===== config.mk =====
export PLATFORM = sky130hd
export DESIGN_NAME = fetch_ctrl
export DESIGN_NICKNAME = d
export VERILOG_FILES = /design/src/rtl/fetch_ctrl.sv
export SDC_FILE = /design/constraint.sdc
export NUM_CORES = 1
export LEC_CHECK = 0
export CORE_MARGIN = 2
export CORE_UTILIZATION = 35
export CTS_CLUSTER_DIAMETER = 200
export DETAILED_ROUTE_END_ITERATION = 7
export PLACE_DENSITY = 0.57
export SLEW_MARGIN = 20
export SYNTH_ARGS = -nofsm -noshare
export SYNTH_HDL_FRONTEND = slang
export SYNTH_SLANG_ARGS = --single-unit

===== constraint.sdc =====
create_clock -name clk -period 3.78 [get_ports clk]
set_clock_uncertainty 0.05 [all_clocks]
set_input_delay 0.378 -clock clk [delete_from_list [all_inputs] [get_ports clk]]
set_output_delay 0.378 -clock clk [all_outputs]
set_load 0.01 [all_outputs]

===== src/rtl/fetch_ctrl.sv =====
// Instruction-fetch sequencer: bounded in-order requests, response queue to decode, redirect/fault handling.
// Optional same-cycle response bypass to decode when FETCH_CTRL_BYPASS_EN is defined.
module fetch_ctrl #(
    parameter int unsigned FQ_DEPTH        = 4,
    parameter int unsigned MAX_OUTSTANDING = 2
) (
    input  logic        clk,
    input  logic        n_reset,
    input  logic [47:0] pc_in_i,
    output logic        pc_adv_o,
    input  logic        flush_i,
    output logic        imem_req_o,
    output logic [47:0] imem_addr_o,
    input  logic        imem_gnt_i,
    input  logic        imem_rvalid_i,
    input  logic [31:0] imem_rdata_i,
    input  logic        imem_err_i,
    output logic        dec_valid_o,
    input  logic        dec_ready_i,
    output logic [31:0] dec_instr_o,
    output logic [47:0] dec_pc_o,
    output logic        dec_fault_o
);

    localparam int unsigned OW  = $clog2(MAX_OUTSTANDING + 1);
    localparam int unsigned CW  = $clog2(FQ_DEPTH + 1);
    localparam int unsigned SW  = $clog2(FQ_DEPTH + MAX_OUTSTANDING + 1);
    localparam int unsigned QAW = $clog2(FQ_DEPTH);
    localparam int unsigned PAW = (MAX_OUTSTANDING > 1) ? $clog2(MAX_OUTSTANDING) : 1;

    localparam logic [OW-1:0]  MaxOut   = OW'(MAX_OUTSTANDING);
    localparam logic [CW-1:0]  FqDepth  = CW'(FQ_DEPTH);
    localparam logic [SW-1:0]  FqDepthS = SW'(FQ_DEPTH);
    localparam logic [PAW-1:0] PcfLast  = PAW'(MAX_OUTSTANDING - 1);

    localparam logic [1:0] StFetch = 2'd0;
    localparam logic [1:0] StDrain = 2'd1;
    localparam logic [1:0] StHalt  = 2'd2;

    logic [1:0]     state_q, state_d;
    logic [OW-1:0]  outst_q, outst_d;
    logic [OW-1:0]  kill_q, kill_d;
    logic [CW-1:0]  fq_cnt_q, fq_cnt_d;
    logic [QAW-1:0] fq_wr_q, fq_rd_q;
    logic [PAW-1:0] pcf_wr_q, pcf_rd_q;

    logic [47:0] pcf_q [MAX_OUTSTANDING];
    // Entry layout: {fault, pc, instr}
    logic [80:0] fq_q [FQ_DEPTH];

    logic        misaligned, credit, grant, rsp_live, mis_fault;
    logic        push_any, fq_push, fq_pop, head_valid;
    logic [80:0] push_entry, head_entry;

    assign misaligned  = pc_in_i[1:0] != 2'b00;
    assign credit      = (outst_q < MaxOut) && ((SW'(outst_q) + SW'(fq_cnt_q)) < FqDepthS);
    assign imem_req_o  = n_reset && (state_q == StFetch) && !flush_i && credit &&
                         (kill_q == '0) && !misaligned;
    assign imem_addr_o = pc_in_i;
    assign grant       = imem_req_o && imem_gnt_i;
    assign pc_adv_o    = grant;

    assign rsp_live  = imem_rvalid_i && (kill_q == '0) && !flush_i;
    assign mis_fault = (state_q == StFetch) && !flush_i && misaligned && (outst_q == '0) &&
                       (fq_cnt_q != FqDepth);
    assign push_any  = rsp_live || mis_fault;

    always_comb begin
        push_entry = '0;
        if (rsp_live) begin
            push_entry = {imem_err_i, pcf_q[pcf_rd_q], imem_err_i ? 32'h0 : imem_rdata_i};
        end else if (mis_fault) begin
            push_entry = {1'b1, pc_in_i, 32'h0};
        end
    end

    assign head_valid = fq_cnt_q != '0;
    assign head_entry = fq_q[fq_rd_q];
    assign fq_pop     = head_valid && dec_ready_i && !flush_i;

`ifdef FETCH_CTRL_BYPASS_EN
    logic byp;
    assign byp         = n_reset && rsp_live && !head_valid;
    assign fq_push     = push_any && !(byp && dec_ready_i);
    assign dec_valid_o = head_valid || byp;
    assign dec_fault_o = head_valid ? head_entry[80]    : push_entry[80];
    assign dec_pc_o    = head_valid ? head_entry[79:32] : push_entry[79:32];
    assign dec_instr_o = head_valid ? head_entry[31:0]  : push_entry[31:0];
`else
    assign fq_push     = push_any;
    assign dec_valid_o = head_valid;
    assign dec_fault_o = head_entry[80];
    assign dec_pc_o    = head_entry[79:32];
    assign dec_instr_o = head_entry[31:0];
`endif

    assign outst_d  = outst_q + OW'(grant) - OW'(imem_rvalid_i);
    assign fq_cnt_d = flush_i ? '0 : fq_cnt_q + CW'(fq_push) - CW'(fq_pop);

    // Every transaction still in flight after a redirect or bus error is killed.
    always_comb begin
        state_d = state_q;
        kill_d  = kill_q;
        if (flush_i) begin
            kill_d  = outst_d;
            state_d = (outst_d != '0) ? StDrain : StFetch;
        end else begin
            if (imem_rvalid_i && (kill_q != '0)) begin
                kill_d = kill_q - OW'(1);
            end
            case (state_q)
                StFetch: begin
                    if (rsp_live && imem_err_i) begin
                        kill_d  = outst_d;
                        state_d = StHalt;
                    end else if (mis_fault) begin
                        state_d = StHalt;
                    end
                end
                StDrain: begin
                    if (kill_d == '0) begin
                        state_d = StFetch;
                    end
                end
                StHalt:  state_d = StHalt;
                default: state_d = StFetch;
            endcase
        end
    end

    always_ff @(posedge clk or negedge n_reset) begin
        if (!n_reset) begin
            state_q  <= StFetch;
            outst_q  <= '0;
            kill_q   <= '0;
            fq_cnt_q <= '0;
            fq_wr_q  <= '0;
            fq_rd_q  <= '0;
            pcf_wr_q <= '0;
            pcf_rd_q <= '0;
            for (int i = 0; i < MAX_OUTSTANDING; i++) pcf_q[i] <= '0;
            for (int i = 0; i < FQ_DEPTH; i++) fq_q[i] <= '0;
        end else begin
            state_q  <= state_d;
            outst_q  <= outst_d;
            kill_q   <= kill_d;
            fq_cnt_q <= fq_cnt_d;
            if (grant) begin
                pcf_q[pcf_wr_q] <= pc_in_i;
                pcf_wr_q        <= (pcf_wr_q == PcfLast) ? '0 : pcf_wr_q + PAW'(1);
            end
            if (imem_rvalid_i) begin
                pcf_rd_q <= (pcf_rd_q == PcfLast) ? '0 : pcf_rd_q + PAW'(1);
            end
            if (flush_i) begin
                fq_wr_q <= '0;
                fq_rd_q <= '0;
            end else begin
                if (fq_push) begin
                    fq_q[fq_wr_q] <= push_entry;
                    fq_wr_q       <= fq_wr_q + QAW'(1);
                end
                if (fq_pop) begin
                    fq_rd_q <= fq_rd_q + QAW'(1);
                end
            end
        end
    end

endmodule


==> results of run 1 <==
synthesized netlist by cell type (3+ instances only):
cell,instances
xor2_1,6
nor2_1,14
mux2_4,29
and2_1,32
a31oi_1,3
xnor2_1,4
nor2b_1,6
inv_1,7
mux2i_1,48
buf_1,17
o22ai_1,48
o21ai_4,4
mux2_2,386
buf_6,32
ha_1,9
nand2_1,51
nor3_1,4
and3_1,3
buf_4,48
dfrtp_1,435
mux4_2,81
clkbuf_1,37
path summary, 6_finish.rpt:
kind,to,startpoint,slack [ns]
max in group asynchronous,fq_q[143],n_reset,1.47
min,fq_q[8],n_reset,0.17
min reg2reg,fq_q[323],fq_q[323],0.44
max reg2reg,fq_cnt_q[2],outst_q[1],0.80
max,pc_adv_o,kill_q[0],0.40
min in group clk,fq_q[323],fq_q[323],0.44
worst max-delay path, delay by kind of cell, from the launching register on:
kind,cells,cell delay (ns)
simple gates,3,1.07
buf+inv,2,0.70
flops,1,0.39
fa+ha+maj,1,0.21
kinds of logic (layout without fill, tap and decap cells):
logic type | count (synthesis) | count (layout)
xor+xnor | 10 | 10
fa+ha+maj | 10 | 10
compound gates | 69 | 69
simple gates | 121 | 121
mux | 545 | 545
flops | 435 | 435
buf+inv | 142 | 349
per-layer routing:
layer / vias up / GRT usage (%)
li1: 5176 / -
met1: 6107 / 22.73
met2: 199 / 26.80
met3: 56 / 2.963
met4: 4 / 3.838
met5: - / 0
area by class of cell:
cell class                      count  area [sq um]
Timing Repair Buffer              251          2537
Sequential cell                   435         10900
Clock inverter                     19         178.9
Fill cell                        5279         32960
Inverter                            7         26.28
Clock buffer                       72          1475
Multi-Input combinational cell    755          8443
Tap cell                          765         957.2
through the flow:
step	hold WS (ns)	util, %	cell area [sq um]	std cells	setup slack (ns)
floorplan	0.03241	-	20270	1332	0.7360
global placement	0.1725	39.76	22850	2212	0.4050
detailed placement	0.1732	39.76	22850	2212	0.4029
CTS	0.1397	42.65	24510	2304	0.3316
global route	0.1621	42.65	24510	2304	0.08501
finish	0.1722	42.65	24510	2304	0.3985
state kept, by name, summed over array words and instances (netlist names):
| register | flops |
|---|---|
| fq_cnt_q | 3 |
| fq_q | 324 |
| fq_rd_q | 2 |
| fq_wr_q | 2 |
| kill_q | 2 |
| outst_q | 2 |
| pcf_q | 96 |
| pcf_rd_q | 1 |
| pcf_wr_q | 1 |
| state_q | 2 |
repair_timing:
action / 4_1_cts / 5_1_grt
endpoints found under the setup margin: 0 / 0
endpoints found under the hold margin: 12 / 0
hold buffers: 1 / 0
report_power, final:
part | internal, uW | switching, uW
Clock | 2910 | 1960
Sequential | 5190 | 547
Combinational | 1660 | 1380
Total | 9760 | 3890
==> results.tsv, run 1 <==
stage	metric	value	unit
detailed_routing	wl_met1	22.34	mm
timing	relSlewSlack	30.08	%
cells_and_area	drive_gt1_share	40.55	%
min_path	min_path_type	in -> async	
timing	fin_setup_tns	0	ns
detailed_routing	wl_met2	23.19	mm
global_routing	grt_pass1_vias	12700	
logic_synthesis	avgSynthCellArea	15.22	sq um
die	io-pin-count	219	
die	dieArea	59860	sq um
logic_synthesis	synthXorXnorAreaFrac	0.4320	%
place	place.gp.congestion	0.7388	
die	fp.dieH	244.7	um
flow_run	cap_violations	0	
logic_synthesis	yosys.area_share.adder	0.6542	%
clock_tree	cts_made_buffers	50	
clock_tree	ctsResizeCount	0	
logic_synthesis	yosys.area_share.simple	2.962	%
worst_setup_path	max_stage_delay	0.60	ns
power	power.density	556.7	nW/um^2
power	vdd_drop_max	0.3540	mV
clock_tree	cts_tree	done	
cells_and_area	final_cell_mix	dfrtp_1 (432), mux2_2 (386), clkdlybuf4s50_1 (217), mux4_2 (81)	
worst_setup_path	worstSetupPathType	reg -> out	
timing	rsz0062_at_grt	false	
logic_synthesis	syn_nets	1429	
clock_tree	cts_buffer_depth	3	
logic_synthesis	ys_top_cells_by_area	dfrtp_1 (54%), mux2_2 (21%), mux4_2 (9.0%)	
timing	setup_viol	0	
worst_setup_path	cp-end-kind	primary output	
timing	hold_viol	0	
detailed_routing	vias	11540	
detailed_routing	met3_length	1.933	mm
worst_setup_path	worst_ep_arrival_time	2.95	ns
logic_synthesis	yosys.area.top_type	dfrtp_1	
clock_tree	clk_pin_slew	0.06	ns
logic_synthesis	ys.flop_type	dfrtp_1	
logic_synthesis	synthCells	1332	
place	portBuffers	218	
logic_synthesis	yosys_warnings	0	
power	power	13650	uW
cells_and_area	final_common_cell	dfrtp_1	
worst_setup_path	crit_chain	inv_1 -> ha_1 -> nor4bb_1 -> nand3_1 -> nor2_1 -> clkdlybuf4s50_1	
cells_and_area	syn_to_final_growth	20.92	%
global_routing	track_usage	16.40	%
place	hpwl	29.41	mm
die	core_area	57480	sq um
logic_synthesis	synth_seq_cells	435	
die	core.rowCount	88	
logic_synthesis	seq_area_frac_synth	53.69	%
detailed_routing	drt_first_pass_iters	4	
worst_setup_path	cp-start-kind	register	
global_routing	grt_max_degree	152	
global_routing	grt_pass1_wl	76.38	mm
clock_tree	cts-htree-levels	2	
detailed_routing	ant_nets	0	
worst_setup_path	cp_slowest_cell	clkdlybuf4s50_1	
detailed_routing	drc	0	
cells_and_area	nNetsFinal	1597	
logic_synthesis	async_flop_share	100.0	%
logic_synthesis	synthMuxAreaShare	35.01	%
clock_tree	clkLatencyLatePin	0.58	ns
cells_and_area	n_antenna_cell	0	
detailed_routing	drtIter0Drc	447	
clock_tree	cts_root_buf	clkbuf_16	
die	start_util	35.27	%
power	p_leak	0.01163	uW
logic_synthesis	synth.distinct_cells	45	
logic_synthesis	synth-edff-count	0	
detailed_routing	vias_per_cell	5.010	
worst_setup_path	worstPathMaxFanout	6	
timing	max_freq	0.2957	GHz
detailed_routing	highest_layer	met5	
detailed_routing	wl_per_cell	20.94	um
logic_synthesis	syn-cell-area	20270	sq um
timing	worst_slew_pin_slew	1.049	ns
worst_setup_path	critical_path_required	3.35	ns
global_routing	grt_overflow	0	
clock_tree	cts_setup_buffers	0	
outcome	status	completed	
worst_setup_path	reg2reg_depth	10	
logic_synthesis	synth_compound_area_share	2.537	%
timing	finalCritPeriodShare	89.46	%
logic_synthesis	synth_top_area_share	53.69	%
global_routing	antenna_found_initial	2	
timing	period_needed	3.382	ns
detailed_routing	wirelength	48.25	mm
die	fp.dieW	244.7	um
logic_synthesis	synth_top_family_by_area	multiplexers	
clock_tree	cts.sink_count	435	
timing	slew_viol_final	0	
Note: power is estimated with default switching activity, not from simulation.
==> run 2: changes to the inputs <==
- ABC_CLOCK_PERIOD_IN_PS: not set -> 3780
- GPL_ROUTABILITY_DRIVEN: not set -> 1
==> results of run 2 <==
Final layout, timing and power as in run 1 (identical DEF).
==> run 3: changes to the inputs <==
- CORE_UTILIZATION: 35 -> 57
- PLACE_DENSITY: 0.57 -> 0.83
==> results.tsv, run 3 (synthesized netlist as in run 1, its figures left out) <==
stage	metric	value	unit	change
die	fp.dieW	192.6	um	-21%
global_routing	antenna_found_initial	0		-2
cells_and_area	final_cell_mix	dfrtp_1 (432), mux2_2 (386), clkdlybuf4s50_1 (217), mux4_2 (81), nand2_1 (51)		
timing	worst_slew_pin_slew	1.045	ns	-0.004049 ns
detailed_routing	drt_first_pass_iters	4		unchanged
worst_setup_path	reg2reg_from	outst_q[1]		
place	dp_slack	0.6216	ns	+0.2187 ns
clock_tree	cts.sink_count	435		unchanged
worst_setup_path	cp_slowest_cell	clkdlybuf4s50_1		
worst_setup_path	cp-end-kind	primary output		
place	hpwl	25.69	mm	-13%
cells_and_area	n_antenna_cell	0		unchanged
clock_tree	cts-htree-levels	2		unchanged
cells_and_area	fill_cells	2388		-55%
worst_setup_path	worst_ep_arrival_time	2.91	ns	-0.04 ns
cells_and_area	drive_gt1_share	40.00	%	-0.55 points
cells_and_area	nNetsFinal	1586		-0.69%
timing	finalCritPeriodShare	88.29	%	-1.2 points
timing	period_needed	3.337	ns	-0.04418 ns
die	io-pin-count	219		unchanged
timing	hold_viol	0		unchanged
die	dieArea	37090	sq um	-38%
detailed_routing	drtIter0Drc	648		+45%
die	fp.dieH	192.6	um	-21%
clock_tree	cts_made_buffers	46		-8.0%
global_routing	grt_pass1_wl	69.07	mm	-9.6%
detailed_routing	wl_per_cell	21.88	um	+4.5%
cells_and_area	largest_register_ffs	324		unchanged
worst_setup_path	max_stage_delay	0.61	ns	about the same
timing	max_freq	0.2996	GHz	+1.3%
worst_setup_path	cp-start-kind	primary input		
detailed_routing	wirelength	43.46	mm	-9.9%
place	portBuffers	218		unchanged
min_path	min_path_type	in -> async		
timing	relSlewSlack	30.35	%	+0.27 points
timing	rsz0062_at_grt	false		
cells_and_area	largest_register	fq_q		
detailed_routing	vias	11610		+0.58%
timing	slew_viol_final	0		unchanged
global_routing	grt_overflow	0		unchanged
detailed_routing	vias_per_cell	5.845		+17%
worst_setup_path	crit_chain	dlygate4sd3_1 -> buf_8 -> nor4bb_1 -> nand3_1 -> nor2_1 -> clkdlybuf4s50_1		
clock_tree	cts_root_buf	clkbuf_16		
detailed_routing	drc	0		unchanged
power	vdd_drop_max	0.4163	mV	+18%
outcome	status	completed		
timing	fin_setup_tns	0	ns	unchanged
die	start_util	57.41	%	+22 points
timing	worst_slack	0.4427	ns	+0.04418 ns
worst_setup_path	critical_path_required	3.35	ns	about the same
global_routing	track_usage	24.03	%	+7.6 points
detailed_routing	ant_nets	0		unchanged
cells_and_area	syn_to_final_growth	18.95	%	
clock_tree	cts_tree	done		
timing	setup_viol	0		unchanged
die	core_area	35310	sq um	-39%
worst_setup_path	r2r-end	fq_cnt_q[2]		
cells_and_area	reg_top3	fq_q x324, pcf_q x96, fq_cnt_q x3		
clock_tree	clkLatencyLatePin	0.55	ns	-0.03 ns
global_routing	grt_pass1_vias	12520		-1.4%
power	power.density	567.4	nW/um^2	+1.9%
global_routing	grt_max_degree	163		+7.2%
clock_tree	clk_pin_slew	0.06	ns	about the same
clock_tree	cts_buffer_depth	3		unchanged
die	core.rowCount	69		-22%
power	p_leak	0.01160	uW	-0.23%
worst_setup_path	worstPathMaxFanout	31		+25
worst_setup_path	reg2reg_depth	10		unchanged
worst_setup_path	r2r_slack	1.02	ns	+0.22 ns
flow_run	cap_violations	0		unchanged
timing	holdWs	0.2367	ns	+0.06449 ns
place	place.gp.congestion	0.8056		+9.0%
cells_and_area	final_common_cell	dfrtp_1		
worst_setup_path	worstSetupPathType	in -> out		
## run 3: changes by cell type in the layout (fill, tap and decap cells not counted), sizes merged
cell	change
buf	-7
clkinvlp	-1
clkbuf	-4
bufinv	+6
clkinv	-8
## run 3: critical path: cells and delay by family
kind	cells	cell delay (ns)
buffers and inverters	3	1.43
and+or+nand+nor	3	1.06
## run 3: per-layer routing
metal	routed length [um]	GRT usage, %	share of wire [%]	vias up
met1	19130	32.77	44	6119
met3	2266	4.655	5.2	51
met5	0	0	0	-
met2	21350	39.98	49	268
li1	-	-	-	5171
met4	712	5.931	1.6	0
## run 3: what timing repair did
action | in CTS | in global routing
resized for setup | 0 | 0
buffers inserted | 0 | 0
hold buffers | 1 | 0
setup endpoints to repair | 0 | 0
endpoints found under the hold margin | 27 | 0
## run 3: power by group
group | switching [uW] | internal, uW | leakage, uW | total [uW]
combinational | 1350 | 1640 | 0.00475 | 2990
clock | 1820 | 3130 | 0.000828 | 4950
sequential | 552 | 5190 | 0.00603 | 5750
## run 3: area by class of cell
type | count | area (sq um) | share of cell area [%]
Clock buffer | 68 | 1375 | 5.702
Clock inverter | 16 | 311.5 | 1.292
Inverter | 7 | 26.28 | 0.1090
Multi-Input combinational cell | 755 | 8443 | 35.01
Sequential cell | 435 | 10900 | 45.19
Tap cell | 461 | 576.8 | 2.392
Timing Repair Buffer | 244 | 2485 | 10.30
## run 3: how the worst max path moves through the flow
stage	startpoint	slack [ns]	endpoint	cells after the start
global placement	flush_i	0.65	fq_cnt_q[2]	11
detailed placement	flush_i	0.62	fq_cnt_q[2]	11
CTS	fq_rd_q[0]	0.47	dec_pc_o[37]	3
finish	n_reset	0.44	pc_adv_o	6
floorplan	outst_q[1]	0.74	fq_cnt_q[2]	10
global route	n_reset	0.35	pc_adv_o	6
## run 3: stage by stage
stage	util, %	power [uW]	area (sq um)	cells
2_1_floorplan	-	7707	20270	1332
3_3_place_gp	63.49	8732	22420	1901
3_5_place_dp	63.49	8836	22420	1901
4_1_cts	68.29	13820	24110	1986
5_1_grt	68.29	14270	24110	1986
6_report	68.29	13680	24110	1986
